[src/rtl/modulation_config_scheduler_if.sv]
// Config offer channel from the CPU-side controller to the scheduler.
// VALID/READY: a transfer happens on a rising edge where both are high; the sender holds VALID and data until then.
interface modulation_config_scheduler_if;
    logic        CFG_VALID;
    logic        CFG_READY;
    logic [15:0] CFG_CYCLE;
    logic [31:0] CFG_FREQ_DIV;
    logic        CFG_FORCE;

    modport master (
        output CFG_VALID,
        output CFG_CYCLE,
        output CFG_FREQ_DIV,
        output CFG_FORCE,
        input  CFG_READY
    );

    modport slave (
        input  CFG_VALID,
        input  CFG_CYCLE,
        input  CFG_FREQ_DIV,
        input  CFG_FORCE,
        output CFG_READY
    );
endinterface

[src/rtl/modulation_config_scheduler.sv]
// Holds the live modulation config and swaps in a validated shadow copy atomically,
// either at a modulation period boundary (IDX wraps to 0) or immediately when forced.
module modulation_config_scheduler #(
    parameter logic [15:0] CYCLE_LIMIT      = 16'd32767,
    parameter logic [31:0] MIN_FREQ_DIV     = 32'd512,
    parameter logic [15:0] DEFAULT_CYCLE    = 16'd1,
    parameter logic [31:0] DEFAULT_FREQ_DIV = 32'd40960
) (
    input  logic                                CLK,
    input  logic                                RST_N,
    modulation_config_scheduler_if.slave        cfg,
    input  logic [15:0]                         IDX,
    input  logic                                ERR_CLR,
    output logic [15:0]                         CYCLE_M,
    output logic [31:0]                         FREQ_DIV_M,
    output logic                                UPDATE,
    output logic                                PENDING,
    output logic                                ERR,
    output logic [7:0]                          UPDATE_CNT,
    output logic [1:0]                          dbg_state
);

    localparam logic [1:0] ST_IDLE  = 2'd0;
    localparam logic [1:0] ST_CHECK = 2'd1;
    localparam logic [1:0] ST_WAIT  = 2'd2;

    logic [1:0]  state_q, state_d;
    logic        ready_q, ready_d;
    logic [15:0] sh_cycle_q, sh_cycle_d;
    logic [31:0] sh_div_q, sh_div_d;
    logic        sh_force_q, sh_force_d;
    logic [15:0] cycle_q, cycle_d;
    logic [31:0] div_q, div_d;
    logic        update_q, update_d;
    logic        pending_q, pending_d;
    logic        err_q, err_d;
    logic [7:0]  cnt_q, cnt_d;
    logic [15:0] idx_prev_q, idx_prev_d;

    logic handshake;
    logic legal;
    logic boundary;
    logic err_set;

    assign handshake = cfg.CFG_VALID && ready_q;
    assign legal     = (sh_cycle_q <= CYCLE_LIMIT) && (sh_div_q >= MIN_FREQ_DIV);
    // A zero-length period wraps every cycle, so any IDX==0 counts as a boundary.
    assign boundary  = (IDX == 16'd0) && ((cycle_q == 16'd0) || (idx_prev_q == cycle_q));

    always_comb begin
        state_d    = state_q;
        sh_cycle_d = sh_cycle_q;
        sh_div_d   = sh_div_q;
        sh_force_d = sh_force_q;
        cycle_d    = cycle_q;
        div_d      = div_q;
        update_d   = 1'b0;
        pending_d  = pending_q;
        cnt_d      = cnt_q;
        err_set    = 1'b0;
        idx_prev_d = IDX;

        case (state_q)
            ST_IDLE: begin
                if (handshake) begin
                    sh_cycle_d = cfg.CFG_CYCLE;
                    sh_div_d   = cfg.CFG_FREQ_DIV;
                    sh_force_d = cfg.CFG_FORCE;
                    state_d    = ST_CHECK;
                end
            end
            ST_CHECK: begin
                if (legal) begin
                    pending_d = 1'b1;
                    state_d   = ST_WAIT;
                end else begin
                    err_set = 1'b1;
                    state_d = ST_IDLE;
                end
            end
            ST_WAIT: begin
                if (boundary || sh_force_q) begin
                    cycle_d   = sh_cycle_q;
                    div_d     = sh_div_q;
                    update_d  = 1'b1;
                    pending_d = 1'b0;
                    cnt_d     = cnt_q + 8'd1;
                    state_d   = ST_IDLE;
                end
            end
            default: state_d = ST_IDLE;
        endcase

        // A rejection landing in the same cycle as ERR_CLR must stay visible.
        err_d   = err_set ? 1'b1 : (ERR_CLR ? 1'b0 : err_q);
        ready_d = (state_d == ST_IDLE);
    end

    always_ff @(posedge CLK or negedge RST_N) begin
        if (!RST_N) begin
            state_q    <= ST_IDLE;
            ready_q    <= 1'b1;
            sh_cycle_q <= 16'd0;
            sh_div_q   <= 32'd0;
            sh_force_q <= 1'b0;
            cycle_q    <= DEFAULT_CYCLE;
            div_q      <= DEFAULT_FREQ_DIV;
            update_q   <= 1'b0;
            pending_q  <= 1'b0;
            err_q      <= 1'b0;
            cnt_q      <= 8'd0;
            idx_prev_q <= 16'd0;
        end else begin
            state_q    <= state_d;
            ready_q    <= ready_d;
            sh_cycle_q <= sh_cycle_d;
            sh_div_q   <= sh_div_d;
            sh_force_q <= sh_force_d;
            cycle_q    <= cycle_d;
            div_q      <= div_d;
            update_q   <= update_d;
            pending_q  <= pending_d;
            err_q      <= err_d;
            cnt_q      <= cnt_d;
            idx_prev_q <= idx_prev_d;
        end
    end

    assign cfg.CFG_READY = ready_q;
    assign CYCLE_M       = cycle_q;
    assign FREQ_DIV_M    = div_q;
    assign UPDATE        = update_q;
    assign PENDING       = pending_q;
    assign ERR           = err_q;
    assign UPDATE_CNT    = cnt_q;
    assign dbg_state     = state_q;

endmodule
[src/flat_wrapper.sv]
// flat-port wrapper written by rule: the top's interface ports become plain ports
module modulation_config_scheduler_flat 
#(
    parameter logic [15:0] CYCLE_LIMIT      = 16'd32767,
    parameter logic [31:0] MIN_FREQ_DIV     = 32'd512,
    parameter logic [15:0] DEFAULT_CYCLE    = 16'd1,
    parameter logic [31:0] DEFAULT_FREQ_DIV = 32'd40960
)
  (CLK, RST_N, IDX, ERR_CLR, CYCLE_M, FREQ_DIV_M, UPDATE, PENDING, ERR, UPDATE_CNT, dbg_state, cfg_CFG_VALID, cfg_CFG_CYCLE, cfg_CFG_FREQ_DIV, cfg_CFG_FORCE, cfg_CFG_READY);
  modulation_config_scheduler_if cfg_i ();
  input  logic CLK;
  input  logic RST_N;
  input  logic [15:0] IDX;
  input  logic ERR_CLR;
  output logic [15:0] CYCLE_M;
  output logic [31:0] FREQ_DIV_M;
  output logic UPDATE;
  output logic PENDING;
  output logic ERR;
  output logic [7:0] UPDATE_CNT;
  output logic [1:0] dbg_state;
  input wire logic [$bits(cfg_i.CFG_VALID)-1:0] cfg_CFG_VALID;
  input wire logic [$bits(cfg_i.CFG_CYCLE)-1:0] cfg_CFG_CYCLE;
  input wire logic [$bits(cfg_i.CFG_FREQ_DIV)-1:0] cfg_CFG_FREQ_DIV;
  input wire logic [$bits(cfg_i.CFG_FORCE)-1:0] cfg_CFG_FORCE;
  output wire logic [$bits(cfg_i.CFG_READY)-1:0] cfg_CFG_READY;
  assign cfg_i.CFG_VALID = cfg_CFG_VALID;
  assign cfg_i.CFG_CYCLE = cfg_CFG_CYCLE;
  assign cfg_i.CFG_FREQ_DIV = cfg_CFG_FREQ_DIV;
  assign cfg_i.CFG_FORCE = cfg_CFG_FORCE;
  assign cfg_CFG_READY = cfg_i.CFG_READY;
  modulation_config_scheduler #(.CYCLE_LIMIT(CYCLE_LIMIT), .MIN_FREQ_DIV(MIN_FREQ_DIV), .DEFAULT_CYCLE(DEFAULT_CYCLE), .DEFAULT_FREQ_DIV(DEFAULT_FREQ_DIV)) u_core (.CLK(CLK), .RST_N(RST_N), .cfg(cfg_i), .IDX(IDX), .ERR_CLR(ERR_CLR), .CYCLE_M(CYCLE_M), .FREQ_DIV_M(FREQ_DIV_M), .UPDATE(UPDATE), .PENDING(PENDING), .ERR(ERR), .UPDATE_CNT(UPDATE_CNT), .dbg_state(dbg_state));
endmodule
[config.mk]
export PLATFORM = sky130hd
export DESIGN_NAME = modulation_config_scheduler_flat
export DESIGN_NICKNAME = d
export VERILOG_FILES = /design/src/rtl/modulation_config_scheduler_if.sv /design/src/rtl/modulation_config_scheduler.sv /design/src/flat_wrapper.sv
export SDC_FILE = /design/constraint.sdc
export NUM_CORES = 1
export LEC_CHECK = 0
export CORE_MARGIN = 3
export CORE_UTILIZATION = 25
export CTS_BUF_LIST = sky130_fd_sc_hd__clkbuf_2 sky130_fd_sc_hd__clkbuf_4 sky130_fd_sc_hd__clkbuf_8
export CTS_CLUSTER_SIZE = 25
export DETAILED_ROUTE_END_ITERATION = 7
export PLACE_DENSITY_LB_ADDON = 0.05
export SETUP_SLACK_MARGIN = 0.4
export SYNTH_ARGS = -nofsm -noshare
export SYNTH_HDL_FRONTEND = slang
export SYNTH_SLANG_ARGS = --single-unit
export TNS_END_PERCENT = 10
[constraint.sdc]
create_clock -name CLK -period 5.3 [get_ports CLK]
set_clock_uncertainty 0.1 [all_clocks]
set_input_delay 0.795 -clock CLK [delete_from_list [all_inputs] [get_ports CLK]]
set_output_delay 0.795 -clock CLK [all_outputs]
set_load 0.005 [all_outputs]
==> impl_metrics.json <==
{
  "status": "finished clean",
  "async_reset_ff_share_pct": 100,
  "routedWlPerCell_um": 16.6,
  "clkSlewWorstSetupHoldPaths_ps": 80,
  "ctsHoldBuffers": 0,
  "cts_sinks": 127,
  "dp_slack_ps": 1290,
  "fin_nets": 585,
  "dpl.hpwl_mm": 8.91,
  "synthesis.area_um2": 4980,
  "met3_usage_pct": 4.78,
  "area_delta_synth_final_pct": 39.9,
  "insertion_delay_ps": 440,
  "clk_path_buf_depth": 2,
  "ios": 131,
  "grtUsageTotal_pct": 12.8,
  "hold_violations": 0,
  "grtUsageMet2_pct": 19.9,
  "setup_viol": 0,
  "slew_violations": 0,
  "cts.repair.resized": 0,
  "drtIter0Drc": 119,
  "gp_congestion": 0.725,
  "grt_max_degree": 84,
  "avgSynthCellArea_um2": 13.4,
  "crit_path_top_delay_cell": "inv_2",
  "leakagePower_uw": 0.00301,
  "worst_ep_arrival_time_ps": 3710,
  "grtUsageMet1_pct": 17.0,
  "fin_crit_ps": 3490,
  "finalCritPeriodShare_pct": 65.9,
  "yosys-mux-area-fraction_pct": 16.7,
  "grt_antenna_before_repair": 0,
  "synth_top_area_share_pct": 61.8,
  "yosysSeqAreaShare_pct": 63.9,
  "numCtsBuffers": 17,
  "initial_core_util_pct": 25.5,
  "ys_types": 28,
  "grt_pass1_vias": 3601,
  "crit_chain": "clkdlybuf4s50_1, nor4_1, a41oi_1, a211o_2, inv_2, mux2_2",
  "worst_slack_ps": 1810,
  "synth.most_common_cell": "dfrtp_1",
  "fillers": 1971,
  "synthCells": 372,
  "max_freq_ghz": 0.286,
  "hold_path.class": "in2async",
  "post-route-util_pct": 35.7,
  "synthTopCellsByArea": "dfrtp_1 62%, mux2_2 17%, nand2_1 5.7%",
  "synth_compound_area_share_pct": 1.53,
  "viasPerCell": 4.16,
  "htreeDepth": 4,
  "drive_above_1_share_pct": 23.1,
  "placedInstanceArea_um2": 6560,
  "critPathMaxFanout": 40,
  "row_count": 51,
  "yosys-top-cells-count": "123 x dfrtp_1, 75 x nand2_1, 74 x mux2_2, 21 x xor2_1, 18 x nor4_1",
  "io_buffers": 130,
  "seqCellArea_um2": 3180,
  "critPathMaxStageDelay_ps": 660,
  "drc": 0,
  "postCtsSetupRepairBufs": 0,
  "syn_nets": 446,
  "power_uw": 3820,
  "synth_top_family_by_area": "multiplexers",
  "drt_first_pass_iters": 4,
  "synthXorXnorAreaFrac_pct": 4.04,
  "grt_first_pass_wirelength_mm": 21.2,
  "worst_slew_pin_slew_ps": 891,
  "critPathRequiredTime_ps": 5520,
  "ant_nets": 0,
  "cap_violations": 0,
  "rsz0062_at_grt": "false",
  "cts_tree": "built",
  "ys_ff_latch": 127,
  "diodes": 0,
  "ir_worst_vdd_mv": 0.176,
  "finalWirelength_mm": 13.1,
  "yosys_warnings": 0,
  "top_usage_layer": "met2",
  "die_w_um": 147,
  "slew_headroom_pct": 40.6,
  "yosys.area.top_type": "dfrtp_1",
  "core_um2": 19500,
  "synth-adder-area-share_pct": 1.26,
  "crit_path_start_kind": "primary input",
  "critical_path_class": "in2reg",
  "multi_input_area_um2": 1690,
  "synth_simple_gate_area_share_pct": 10.3,
  "num_vias": 3282,
  "synth_edf_count": 0,
  "powerDensity_nw_per_um2": 547,
  "cts_root_buffer": "clkbuf_8",
  "fin_area_um2": 6970,
  "die_area_um2": 21700,
  "synthFlopType": "dfrtp_1",
  "reg2reg_slack_ps": 2190,
  "endpoint_kind": "flop",
  "die_h_um": 147,
  "fin_setup_tns_ps": 0,
  "globalRouteOverflowTotal": 0
}
[final timing paths]
| path | from | to | cells past startpoint |
|---|---|---|---|
| worst min-delay path | RST_N | u_core.sh_cycle_q[7] | 1 |
| worst max-delay path | IDX[15] | u_core.CYCLE_M[9] | 6 |
| worst max register to register | u_core.CYCLE_M[14] | u_core.CYCLE_M[9] | 6 |
| min in group CLK | u_core.FREQ_DIV_M[15] | u_core.FREQ_DIV_M[15] | 2 |
| max in group asynchronous | RST_N | u_core.FREQ_DIV_M[10] | 2 |
| worst min register to register | u_core.FREQ_DIV_M[15] | u_core.FREQ_DIV_M[15] | 2 |
[power by group]
group / switching [uW] / leakage [uW] / internal, uW
registers: 324 / 0.00153 / 1390
logic: 436 / 0.00128 / 784
clock network: 405 / 0.000195 / 477
total: 1160 / 0.00301 / 2650
[cell usage in the layout, fill, tap and decap left out, drive strengths merged]
cell type	synthesis	final
a41oi	2	2
mux2	74	74
clkinvlp	0	5
dfstp	4	4
nor3	4	4
nor4	18	18
o21ai	2	2
a211oi	1	1
inv	6	7
a211o	1	1
xnor2	2	2
nand3	5	5
nand4	4	4
and2	2	2
clkinv	0	4
clkdlybuf4s50	0	129
bufinv	0	3
a21oi	3	3
ha	5	5
dfrtp	123	123
o21bai	1	1
nand2	75	75
buf	13	4
xor2	21	21
nor2	3	3
a32o	1	1
or2	1	1
or3b	1	1
clkbuf	0	19
[registers in the layout, summed over array words and instances, names as in the netlist]
register and count:
u_core.FREQ_DIV_M 32, u_core.sh_div_q 32, u_core.CYCLE_M 16, u_core.idx_prev_q 16, u_core.sh_cycle_q 16, u_core.UPDATE_CNT 8, u_core.dbg_state 2, u_core.ERR 1
u_core.PENDING 1, u_core.UPDATE 1, u_core.cfg.CFG_READY 1, u_core.sh_force_q 1
[cells by family after synthesis]
| family | Yosys count |
|---|---|
| simple gates | 113 |
| buf+inv | 19 |
| flops | 127 |
| mux | 74 |
| fa+ha+maj | 5 |
| compound gates | 11 |
| xor+xnor | 23 |
[worst max-delay path: cells and delay by family]
| kind | cells | cell delay (ps) |
|---|---|---|
| simple gates | 1 | 540 |
| buf+inv | 2 | 1090 |
| compound gates | 2 | 860 |
| mux | 1 | 410 |
[layer usage]
layer	up-vias	share of wire, %
met5	-	0
met4	0	1.0
met3	12	5.6
met2	78	47
met1	1638	47
li1	1554	-
[final cells by class]
type,instances,share of cell area [%]
flip-flops and latches,127,45.7
repair buffers,133,19.0
multi-input cells,226,24.3
well taps,265,4.76
clock inverters,13,2.40
inverters,6,0.323
clock buffers,19,3.57
[metrics by stage]
stage / hold WS (ps) / instances
2_1_floorplan: 348 / 372
3_3_place_gp: 358 / 757
3_5_place_dp: 366 / 757
4_1_cts: 317 / 789
5_1_grt: 327 / 789
6_report: 297 / 789
Note: power is estimated with default switching activity, not from simulation.
